<file path="config.mk">
export PLATFORM = sky130hd
export DESIGN_NAME = ram_port_arbiter
export DESIGN_NICKNAME = d
export VERILOG_FILES = /design/src/rtl/ram_port_arbiter.sv
export SDC_FILE = /design/constraint.sdc
export NUM_CORES = 1
export LEC_CHECK = 0
export ABC_AREA = 1
export ABC_CLOCK_PERIOD_IN_PS = 12600
export BUFFER_PORTS_ARGS = -buffer_cell sky130_fd_sc_hd__buf_4
export CAP_MARGIN = 40
export CORE_UTILIZATION = 43
export CTS_BUF_LIST = sky130_fd_sc_hd__clkbuf_2 sky130_fd_sc_hd__clkbuf_4 sky130_fd_sc_hd__clkbuf_8
export DETAILED_ROUTE_END_ITERATION = 8
export GPL_ROUTABILITY_DRIVEN = 0
export MAX_ROUTING_LAYER = met4
export PLACE_DENSITY = 0.77
export SLEW_MARGIN = 20
export SYNTH_ARGS = -nofsm -noshare
export SYNTH_HDL_FRONTEND = slang
export SYNTH_SLANG_ARGS = --single-unit
</file>
<file path="constraint.sdc">
create_clock -name clk -period 12.6 [get_ports clk]
set_clock_uncertainty 0.1 [all_clocks]
set_input_delay 2.52 -clock clk [delete_from_list [all_inputs] [get_ports clk]]
set_output_delay 2.52 -clock clk [all_outputs]
set_load 0.05 [all_outputs]
</file>
<file path="src/rtl/ram_port_arbiter.sv">
// Fetch/data port arbiter in front of a single-ported RAM with a MOC completion handshake.
// Optional feature macro ALIGN_CHECK_EN: misaligned data accesses fault, fetches are word-aligned.
module ram_port_arbiter #(
    parameter int READ_WAIT = 1,
    parameter int TIMEOUT   = 15
) (
    input  logic        clk,
    input  logic        reset,
    input  logic        if_req,
    input  logic [7:0]  if_addr,
    output logic        if_ack,
    output logic [31:0] if_rdata,
    input  logic        d_req,
    input  logic        d_rw,
    input  logic [1:0]  d_mode,
    input  logic [7:0]  d_addr,
    input  logic [31:0] d_wdata,
    output logic        d_ack,
    output logic        d_fault,
    output logic [31:0] d_rdata,
    output logic        ram_en,
    output logic        ram_rw,
    output logic [1:0]  ram_mode,
    output logic [7:0]  ram_addr,
    output logic [31:0] ram_wdata,
    input  logic [31:0] ram_rdata,
    input  logic        ram_moc
);
    localparam int CNT_W = $clog2(READ_WAIT + TIMEOUT + 2) + 1;
    localparam logic [CNT_W-1:0] READ_LAST    = CNT_W'(READ_WAIT);
    localparam logic [CNT_W-1:0] TIMEOUT_LAST = CNT_W'(TIMEOUT - 1);

    typedef enum logic [1:0] {IDLE, ISSUE, WAIT, DONE} state_t;

    state_t           state, next_state;
    logic             grant_data;
    logic [CNT_W-1:0] wait_cnt;
    logic             pick_data, pick_fetch, skip, capture, time_out;
    logic             bad_data;
    logic [7:0]       fetch_addr;

`ifdef ALIGN_CHECK_EN
    assign fetch_addr = {if_addr[7:2], 2'b00};
    assign bad_data   = (d_mode == 2'b11)
                     || (d_mode == 2'b01 && d_addr[0])
                     || (d_mode == 2'b10 && d_addr[1:0] != 2'b00);
`else
    assign fetch_addr = if_addr;
    assign bad_data   = (d_mode == 2'b11);
`endif

    always_ff @(posedge clk or posedge reset) begin
        if (reset) state <= IDLE;
        else       state <= next_state;
    end

    always_comb begin
        next_state = state;
        ram_en     = 1'b0;
        if_ack     = 1'b0;
        d_ack      = 1'b0;
        pick_data  = 1'b0;
        pick_fetch = 1'b0;
        skip       = 1'b0;
        capture    = 1'b0;
        time_out   = 1'b0;
        case (state)
            IDLE: begin
                // On a tie the port that was not granted last wins; grant_data holds the last grant.
                if (d_req && (!if_req || !grant_data)) pick_data  = 1'b1;
                else if (if_req)                        pick_fetch = 1'b1;
                if (pick_data && bad_data) begin
                    skip       = 1'b1;
                    next_state = DONE;
                end else if (pick_data || pick_fetch) begin
                    next_state = ISSUE;
                end
            end
            ISSUE: begin
                ram_en     = 1'b1;
                next_state = WAIT;
            end
            WAIT: begin
                ram_en = 1'b1;
                if (ram_rw) begin
                    if (wait_cnt == READ_LAST) begin
                        capture    = 1'b1;
                        next_state = DONE;
                    end
                end else if (wait_cnt != '0 && ram_moc) begin
                    next_state = DONE;
                end else if (wait_cnt == TIMEOUT_LAST) begin
                    time_out   = 1'b1;
                    next_state = DONE;
                end
            end
            DONE: begin
                if_ack     = !grant_data;
                d_ack      = grant_data;
                next_state = IDLE;
            end
            default: next_state = IDLE;
        endcase
    end

    // Skipped data requests never reach the RAM, so the bus registers keep their old values.
    always_ff @(posedge clk or posedge reset) begin
        if (reset) begin
            grant_data <= 1'b0;
            ram_rw     <= 1'b1;
            ram_mode   <= 2'b00;
            ram_addr   <= 8'h00;
            ram_wdata  <= 32'h0;
            wait_cnt   <= '0;
            d_fault    <= 1'b0;
            d_rdata    <= 32'h0;
            if_rdata   <= 32'h0;
        end else begin
            if (pick_data) begin
                grant_data <= 1'b1;
                if (!skip) begin
                    ram_rw    <= d_rw;
                    ram_mode  <= d_mode;
                    ram_addr  <= d_addr;
                    ram_wdata <= d_wdata;
                end
            end
            if (pick_fetch) begin
                grant_data <= 1'b0;
                ram_rw     <= 1'b1;
                ram_mode   <= 2'b10;
                ram_addr   <= fetch_addr;
            end
            wait_cnt <= (state == WAIT && next_state == WAIT) ? wait_cnt + CNT_W'(1) : '0;
            if (capture) begin
                if (grant_data) d_rdata  <= ram_rdata;
                else            if_rdata <= ram_rdata;
            end
            if (skip)
                d_fault <= 1'b1;
            else if (state == WAIT && next_state == DONE && grant_data)
                d_fault <= time_out;
        end
    end
endmodule
</file>
==> results_dict.tcl, run 1 <==
set metrics [dict create \
    outcome "finished clean" \
    path_max_fanout 5 \
    synth_area_leaders "dfrtp_1, o21ai_0, mux2_2" \
    slew_viol_final 0 \
    wl_per_cell_um 14.0 \
    post-cts-setup-buffers 0 \
    die-area_sq_um 11700 \
    max_slew_margin_pct 53.9 \
    gr-usage-all-layers_pct 21.4 \
    start_kind "flop" \
    htreeDepth 4 \
    ys_types 30 \
    synth_top_flop_cell "dfrtp_1" \
    core_sq_um 10900 \
    multi_input_area_sq_um 1550 \
    path_class "reg -> out" \
    whs_path_depth 2 \
    drt_iter0_markers 165 \
    clockRootBuffer "clkbuf_8" \
    synth_seq_cells 117 \
    r2r_cells 9 \
    drt-vias-per-instance 4.76 \
    hp-class "reg -> reg" \
    grt_pass1_wl_um 18400 \
    io_pins 199 \
    synth_largest_area_cell "dfrtp_1" \
    syn2layout_area_growth_pct 42.6 \
    hold_buffers 0 \
    grt-ovfl-total 0 \
    synth_seq_area_share_pct 60.7 \
    synth_edf_count 0 \
    synth_commonest_cells "dfrtp_1, nand2_1, o21ai_0" \
    cts_tree "yes" \
    cts_buffer_depth 2 \
    drc_errors 0 \
    hold_viol 0 \
    rsz0062_at_grt "no" \
    chipWidth_um 108 \
    drt-total-wl_um 11500 \
    clk_latency_ns 0.41 \
    dp_slack_ns 8.14 \
    crit_arrival_ns 1.44 \
    clkSlewWorstSetupHoldPaths_ns 0.07 \
    drv_cap 0 \
    synth.top_cell.area_share_pct 60.2 \
    synth_fp_nets 563 \
    yosysWarnings 0 \
    ff_latch_area_sq_um 2930 \
    synthArstFlopShare_pct 100 \
    holdWs_ns 0.384 \
    num_rows 38 \
    setup_ws_ns 8.54 \
    synth_most_common_cell "dfrtp_1" \
    layout-drive-gt1-share_pct 40.9 \
    vias 3913 \
    tightest_slew_ns 0.688 \
    clock_sinks 117 \
    fin_setup_tns_ns 0 \
    cts_resized 0 \
    synth_cells 466 \
    max_freq_ghz 0.246 \
    syn_area_per_cell_sq_um 10.4 \
    final_net_count 767 \
    synth_area_sq_um 4830 \
    place.detailed.hpwl_um 8400 \
    crit_path_end_kind "primary output" \
    fin_crit_ns 4.06 \
    antenna_found_initial 0 \
    final_antenna_net_count 0 \
    die_h_um 108 \
    grt_max_degree 51 \
    n_antenna_cell 0 \
    period_share_pct 32.2 \
    finalSetupViolCount 0 \
    fillCellCount 896 \
    io_buffers 198 \
    dr.pass1.iters 4 \
    cts_made_buffers 17 \
    crit_required_ns 9.98 \
    grt_pass1_vias 4031 \
    initial_core_util_pct 44.3 \
]
cell usage in the layout (no fill, tap or decap), types with 5 or more instances in the layout:
| cell type | netlist | layout |
|---|---|---|
| nor3_1 | 5 | 5 |
| clkinvlp_4 | 0 | 5 |
| o21ai_0 | 76 | 76 |
| nand3_1 | 12 | 12 |
| mux2_2 | 31 | 31 |
| nor2_1 | 23 | 23 |
| inv_1 | 62 | 61 |
| dfrtp_1 | 116 | 116 |
| o22ai_1 | 8 | 8 |
| nand2_1 | 80 | 80 |
| clkbuf_8 | 0 | 19 |
| buf_4 | 1 | 200 |
| a21oi_1 | 5 | 5 |
| ha_1 | 9 | 9 |
stage by stage:
stage,utilization [%],cell area [sq um],cells
after floorplan,-,4830,466
after global placement,58.7,6390,786
after detailed placement,59.4,6470,790
after CTS,63.0,6860,821
after global routing,63.2,6880,822
final,63.2,6880,822
state kept, by name, summed over array words and instances, names as in the netlist, 2 cells and up:
| name | flops |
|---|---|
| d_rdata | 32 |
| if_rdata | 32 |
| ram_mode | 2 |
| ram_addr | 8 |
| state | 2 |
| ram_wdata | 32 |
| wait_cnt | 6 |
layout make-up:
type	instances	share of cell area, %
Inverter	65	3.58
Clock buffer	19	3.80
Sequential cell	117	42.5
Clock inverter	12	1.89
Timing Repair Buffer	204	23.2
Multi-Input combinational cell	265	22.4
Tap cell	140	2.54
logic make-up (layout without fill, tap and decap cells):
logic type,after synthesis,count (layout),synth area share [%]
and+or+nand+nor,129,129,11.6
DFF,117,117,60.7
AOI/OAI and AO/OA,92,92,10.1
buffers and inverters,84,300,7.29
muxes,32,32,7.47
adders and majority gates,9,9,2.33
xor gates and xnor gates,3,3,0.545
path summary, 6_finish.rpt:
| check | start | end | slack, ns |
|---|---|---|---|
| max in group asynchronous | reset | d_rdata[31]$_DFFE_PP0P_ | 9.30 |
| worst min register to register | if_rdata[30]$_DFFE_PP0P_ | if_rdata[30]$_DFFE_PP0P_ | 0.38 |
| worst min-delay path | if_rdata[30]$_DFFE_PP0P_ | if_rdata[30]$_DFFE_PP0P_ | 0.38 |
| worst max-delay path | state[1]$_DFF_PP0_ | ram_en | 8.54 |
| worst max register to register | wait_cnt[1]$_DFF_PP0_ | if_rdata[7]$_DFFE_PP0P_ | 10.43 |
| min in group asynchronous | reset | ram_wdata[30]$_DFFE_PP0P_ | 2.05 |
layer usage:
layer,vias up,routed length (um),track usage [%]
met5,-,0,-
met4,0,131,7.93
met3,8,846,6.87
met2,141,5770,35.1
met1,1852,4730,24.4
li1,1912,-,-
critical path, stage by stage (launching register included):
cell     delay (ns)
dfrtp_1        0.43
inv_1          0.16
ha_1           0.25
buf_4          0.19
Power of run 1 is left out: the tool's default activity adds up to more than one toggle a clock period on the data nets, which glitch-free logic cannot reach.
==> run 2: changes to the inputs <==
- ABC_CLOCK_PERIOD_IN_PS: 12600 -> 4200
- clock period: 12.6 -> 4.2 ns (I/O delays scaled with it)
==> results_dict.tcl, run 2 (synthesis gave the netlist of run 1 again) <==
set metrics [dict create \
    fin_crit_ns 2.38 \
    initial_core_util_pct 44.3 \
    antenna_found_initial 0 \
    cts_resized 0 \
    start_kind "flop" \
    cts_made_buffers 17 \
    r2r_end "if_rdata[21]$_DFFE_PP0P_" \
    slew_viol_final 0 \
    drv_cap 0 \
    io_pins 199 \
    path_max_fanout 5 \
    crit_arrival_ns 1.44 \
    drt-total-wl_um 11400 \
    cts_tree "yes" \
    final_net_count 767 \
    max_stage_delay_ns 0.42 \
    grt_max_degree 65 \
    post-cts-setup-buffers 0 \
    die_h_um 108 \
    finalSetupViolCount 0 \
    max_freq_ghz 0.420 \
    clockRootBuffer "clkbuf_8" \
    clk_latency_ns 0.40 \
    reg2reg_from "wait_cnt[1]$_DFF_PP0_" \
    cts_buffer_depth 2 \
    layout-drive-gt1-share_pct 40.9 \
    hold_viol 0 \
    num_rows 38 \
    clock_sinks 117 \
    syn2layout_area_growth_pct 42.7 \
    wl_per_cell_um 13.9 \
    worst-path-buf-inv 2 \
    crit_required_ns 3.26 \
    final_antenna_net_count 0 \
    grt-ovfl-total 0 \
    crit_path_end_kind "primary output" \
    drt_iter0_markers 140 \
    tightest_slew_ns 0.672 \
    outcome "finished clean" \
    grt_pass1_vias 3968 \
    rrSetupSlack_ns 2.03 \
    fin_setup_tns_ns 0 \
    slowest_stage "dfrtp_1" \
    dr.pass1.iters 4 \
    clkSlewWorstSetupHoldPaths_ns 0.06 \
    layout_commonest_cell "buf_4" \
    chipWidth_um 108 \
    grt_pass1_wl_um 18500 \
    hold_buffers 0 \
    gr-usage-all-layers_pct 21.5 \
    vias 3929 \
    drt-vias-per-instance 4.78 \
    n_antenna_cell 0 \
    final_cell_mix "buf_4, dfrtp_1, nand2_1, o21ai_0, inv_1" \
    r2r_cells 10 \
    crit_chain "inv_1 > ha_1 > buf_4" \
    place.detailed.hpwl_um 8430 \
    max_slew_margin_pct 55.0 \
    hp-class "in -> async" \
    drc_errors 0 \
    period_share_pct 56.7 \
    path_class "reg -> out" \
    reg_top3 "d_rdata (32), if_rdata (32), ram_wdata (32)" \
    die-area_sq_um 11700 \
    io_buffers 198 \
    core_sq_um 10900 \
    rsz0062_at_grt "no" \
    htreeDepth 4 \
    critical-path-top-delay-family "flip-flops" \
]
-- run 2: worst max path at each step --
stage | from | to | slack (ns) | cells after the start
final | state[1]$_DFF_PP0_ | ram_en | 1.82 | 3
after CTS | state[1]$_DFF_PP0_ | ram_wdata[21]$_DFFE_PP0P_ | 1.70 | 7
after floorplan | reset | d_fault$_DFFE_PP0P_ | 0.16 | 1
after detailed placement | if_req | ram_wdata[15]$_DFFE_PP0P_ | 1.42 | 7
after global placement | if_req | ram_wdata[13]$_DFFE_PP0P_ | 1.50 | 7
after global routing | state[0]$_DFF_PP0_ | ram_en | 1.73 | 3
-- run 2: layer usage --
layer  GRT usage (%)  vias up  part of all wire (%)
li1                -     1906                     -
met2            34.4      152                    51
met1            25.0     1858                    41
met5               -        -                     0
met3            7.59       13                   7.3
met4            7.34        0                   1.2
-- run 2: area by class of cell --
class	count	area, sq um
Multi-Input combinational cell	265	1550
Timing Repair Buffer	204	1580
Sequential cell	117	2930
Fill cell	890	4000
Tap cell	140	175
Clock inverter	10	130
Clock buffer	21	277
Inverter	65	246
-- run 2: metrics by stage --
stage | hold WS [ns] | setup slack [ns] | util [%] | instances | instance area (sq um)
detailed placement | 0.375 | 1.42 | 59.3 | 790 | 6460
global placement | 0.369 | 1.50 | 58.8 | 787 | 6400
finish | 0.389 | 1.82 | 63.2 | 822 | 6890
CTS | 0.380 | 1.70 | 63.1 | 821 | 6870
global route | 0.393 | 1.73 | 63.2 | 822 | 6890
floorplan | 0.389 | 0.161 | - | 466 | 4830
Power of run 2 is left out for the same reason.
==> run 3: changes to the inputs <==
- ABC_AREA: 1 -> 0
- ABC_CLOCK_PERIOD_IN_PS: 4200 -> 1950
- PLACE_DENSITY: 0.77 -> 0.8
- clock period: 4.2 -> 1.95 ns (I/O delays scaled with it)
==> results_dict.tcl, run 3 <==
set metrics [dict create \
    outcome "complete, but fails checks" \
    failed_checks "negative setup slack" \
    num_rows 38 \
    final_net_count 673 \
    wl_per_cell_um 16.2 \
    hp-class "in -> reg" \
    synth_seq_cells 117 \
    fin_setup_tns_ns -0.739 \
    crit_chain "nor4_4 > buf_4 > a211oi_4 > or4b_1 > nand4bb_1 > buf_6 > nor2_1" \
    grt_max_degree 64 \
    finalSetupViolCount 48 \
    synth_seq_area_share_pct 60.9 \
    grtUsageMet1_pct 24.6 \
    p_int_mw 7.56 \
    crit_path_end_kind "flop" \
    place.detailed.hpwl_um 7970 \
    clkSlewWorstSetupHoldPaths_ns 0.07 \
    vdd_drop_max_uv 1130 \
    synth_cells 334 \
    crit_required_ns 2.15 \
    synth_largest_area_cell "dfrtp_1" \
    chipWidth_um 108 \
    layout_commonest_cell "buf_4" \
    grt_pass1_vias 3820 \
    die_h_um 108 \
    synth.top_cell.area_share_pct 60.4 \
    synth_fp_nets 431 \
    synth_commonest_cells "dfrtp_1, mux2_2, nor2_1" \
    pwr-share-seq_pct 28.8 \
    max_stage_delay_ns 0.47 \
    io_pins 199 \
    final_cell_mix "buf_4, dfrtp_1, mux2_2, clkbuf_8, nor2_1" \
    clk_latency_ns 0.42 \
    slew_viol_final 0 \
    syn_area_per_cell_sq_um 14.4 \
    finalNonFillerCells 729 \
    clock_sinks 117 \
    rsz0062_at_grt "yes" \
    hold_viol 0 \
    drv_cap 0 \
    ys_types 37 \
    vias 3614 \
    setup_ws_ns -0.0333 \
    synth_top_flop_cell "dfrtp_1" \
    switching_share_pct 47.6 \
    crit_arrival_ns 2.19 \
    layout-drive-gt1-share_pct 65.4 \
    pwr-share-comb_pct 55.5 \
    drt-vias-per-instance 4.96 \
    drt_iter0_markers 141 \
    max_freq_ghz 0.504 \
    cts_buffer_depth 2 \
    reg_top3 "d_rdata (32), if_rdata (32), ram_wdata (32)" \
    grt_pass1_wl_um 18400 \
    antenna_found_initial 0 \
    core_sq_um 10900 \
    synthArstFlopShare_pct 100 \
    grt_busiest_layer "met2" \
    fillCellCount 775 \
    period_share_pct 102 \
    max_slew_margin_pct 77.4 \
    grt_use_met3_pct 5.93 \
    gr-usage-all-layers_pct 21.5 \
    switching_power_mw 6.86 \
    cts_tree "yes" \
    synth_most_common_cell "dfrtp_1" \
    cts_made_buffers 17 \
    clockRootBuffer "clkbuf_8" \
    dr.pass1.iters 4 \
    syn2layout_area_growth_pct 52.6 \
    synth_area_leaders "dfrtp_1, mux2_2, ha_1" \
    drt-total-wl_um 11800 \
    io_buffers 198 \
    htreeDepth 4 \
    synth_edf_count 0 \
    die-area_sq_um 11600 \
    dp_slack_ns -0.105 \
    tightest_slew_ns 0.339 \
    grt-ovfl-total 0 \
    slowest_stage "or4b_1" \
    use_met2_pct 36.4 \
    initial_core_util_pct 44.2 \
    final_antenna_net_count 0 \
    start_kind "flop" \
    synth_area_sq_um 4810 \
    path_class "reg -> reg" \
    pwr-share-clk_pct 15.7 \
    dp_cells 677 \
    yosysWarnings 0 \
    drc_errors 0 \
    fin_crit_ns 1.98 \
    path_max_fanout 6 \
    n_antenna_cell 0 \
    power.density_nw_per_um2 1970 \
    p_leak_nw 3.71 \
]
## run 3: final timing paths
kind / slack [ns] / cells after the start / from / end
max reg2reg: -0.03 / 7 / wait_cnt[2]$_DFF_PP0_ / wait_cnt[1]$_DFF_PP0_
min: 0.1 / 2 / if_req / grant_data$_DFFE_PP0P_
min reg2reg: 0.39 / 1 / if_rdata[5]$_DFFE_PP0P_ / if_rdata[5]$_DFFE_PP0P_
max in group asynchronous: 0.91 / 4 / reset / if_rdata[31]$_DFFE_PP0P_
min in group asynchronous: 0.53 / 4 / reset / ram_wdata[2]$_DFFE_PP0P_
max: -0.03 / 7 / wait_cnt[2]$_DFF_PP0_ / wait_cnt[1]$_DFF_PP0_
## run 3: what timing repair did
action                     4_1_cts  5_1_grt
cloned                           1        1
buffers inserted                16        1
hold buffers                     1        0
hold endpoints to repair       112        0
resized for setup               22       10
setup endpoints to repair       40       68
pin swaps                        7        5
## run 3: stage by stage
step / hold slack, ns / total power, mW / util (%) / instance area (sq um)
finish: 0.0981 / 14.4 / 67.4 / 7330
floorplan: 0.387 / 9.44 / - / 4810
CTS: 0.0661 / 14.4 / 66.6 / 7260
detailed placement: 0.376 / 12.0 / 60.7 / 6610
global placement: 0.368 / 11.8 / 60.7 / 6610
global route: 0.0695 / 15.1 / 67.4 / 7330
## run 3: critical path, delay by kind of cell (launching register included)
family	cells	cell delay, ns
AOI/OAI and AO/OA	1	0.06
and+or+nand+nor	4	0.97
DFF	1	0.41
buffers and inverters	2	0.34
## run 3: layout make-up
class / count / area, sq um / share of cell area [%]
clock buffers: 19 / 249 / 3.39
clock inverters: 13 / 158 / 2.15
inverters: 8 / 33.8 / 0.461
multi-input cells: 195 / 1870 / 25.5
flip-flops and latches: 117 / 2930 / 40.0
well taps: 140 / 175 / 2.39
repair buffers: 237 / 1910 / 26.1
## run 3: logic make-up after synthesis
group           Yosys count  synth area share (%)
flops                   117                  60.9
simple gates             54                  6.12
buf+inv                  22                  2.52
mux                     106                  24.6
xor+xnor                  4                 0.729
fa+ha+maj                 9                  2.34
compound gates           22                  2.76
## run 3: layer usage
| layer | part of all wire, % | vias to the layer above | routed length, um |
|---|---|---|---|
| met1 | 41 | 1751 | 4860 |
| met3 | 7.1 | 14 | 844 |
| met5 | 0 | - | 0 |
| li1 | - | 1671 | - |
| met2 | 51 | 178 | 5980 |
| met4 | 1.2 | 0 | 137 |
## run 3: power by group through the flow
stage | Combinational (mW) | Clock, mW | Sequential, mW
after floorplan | 1.65 | 0 | 7.79
after global placement | 7.65 | 0 | 4.12
after detailed placement | 7.77 | 0 | 4.19
after CTS | 7.95 | 2.32 | 4.16
after global routing | 8.33 | 2.43 | 4.31
final | 8.00 | 2.26 | 4.16
No activity file was read; power rests on OpenSTA's default activity.
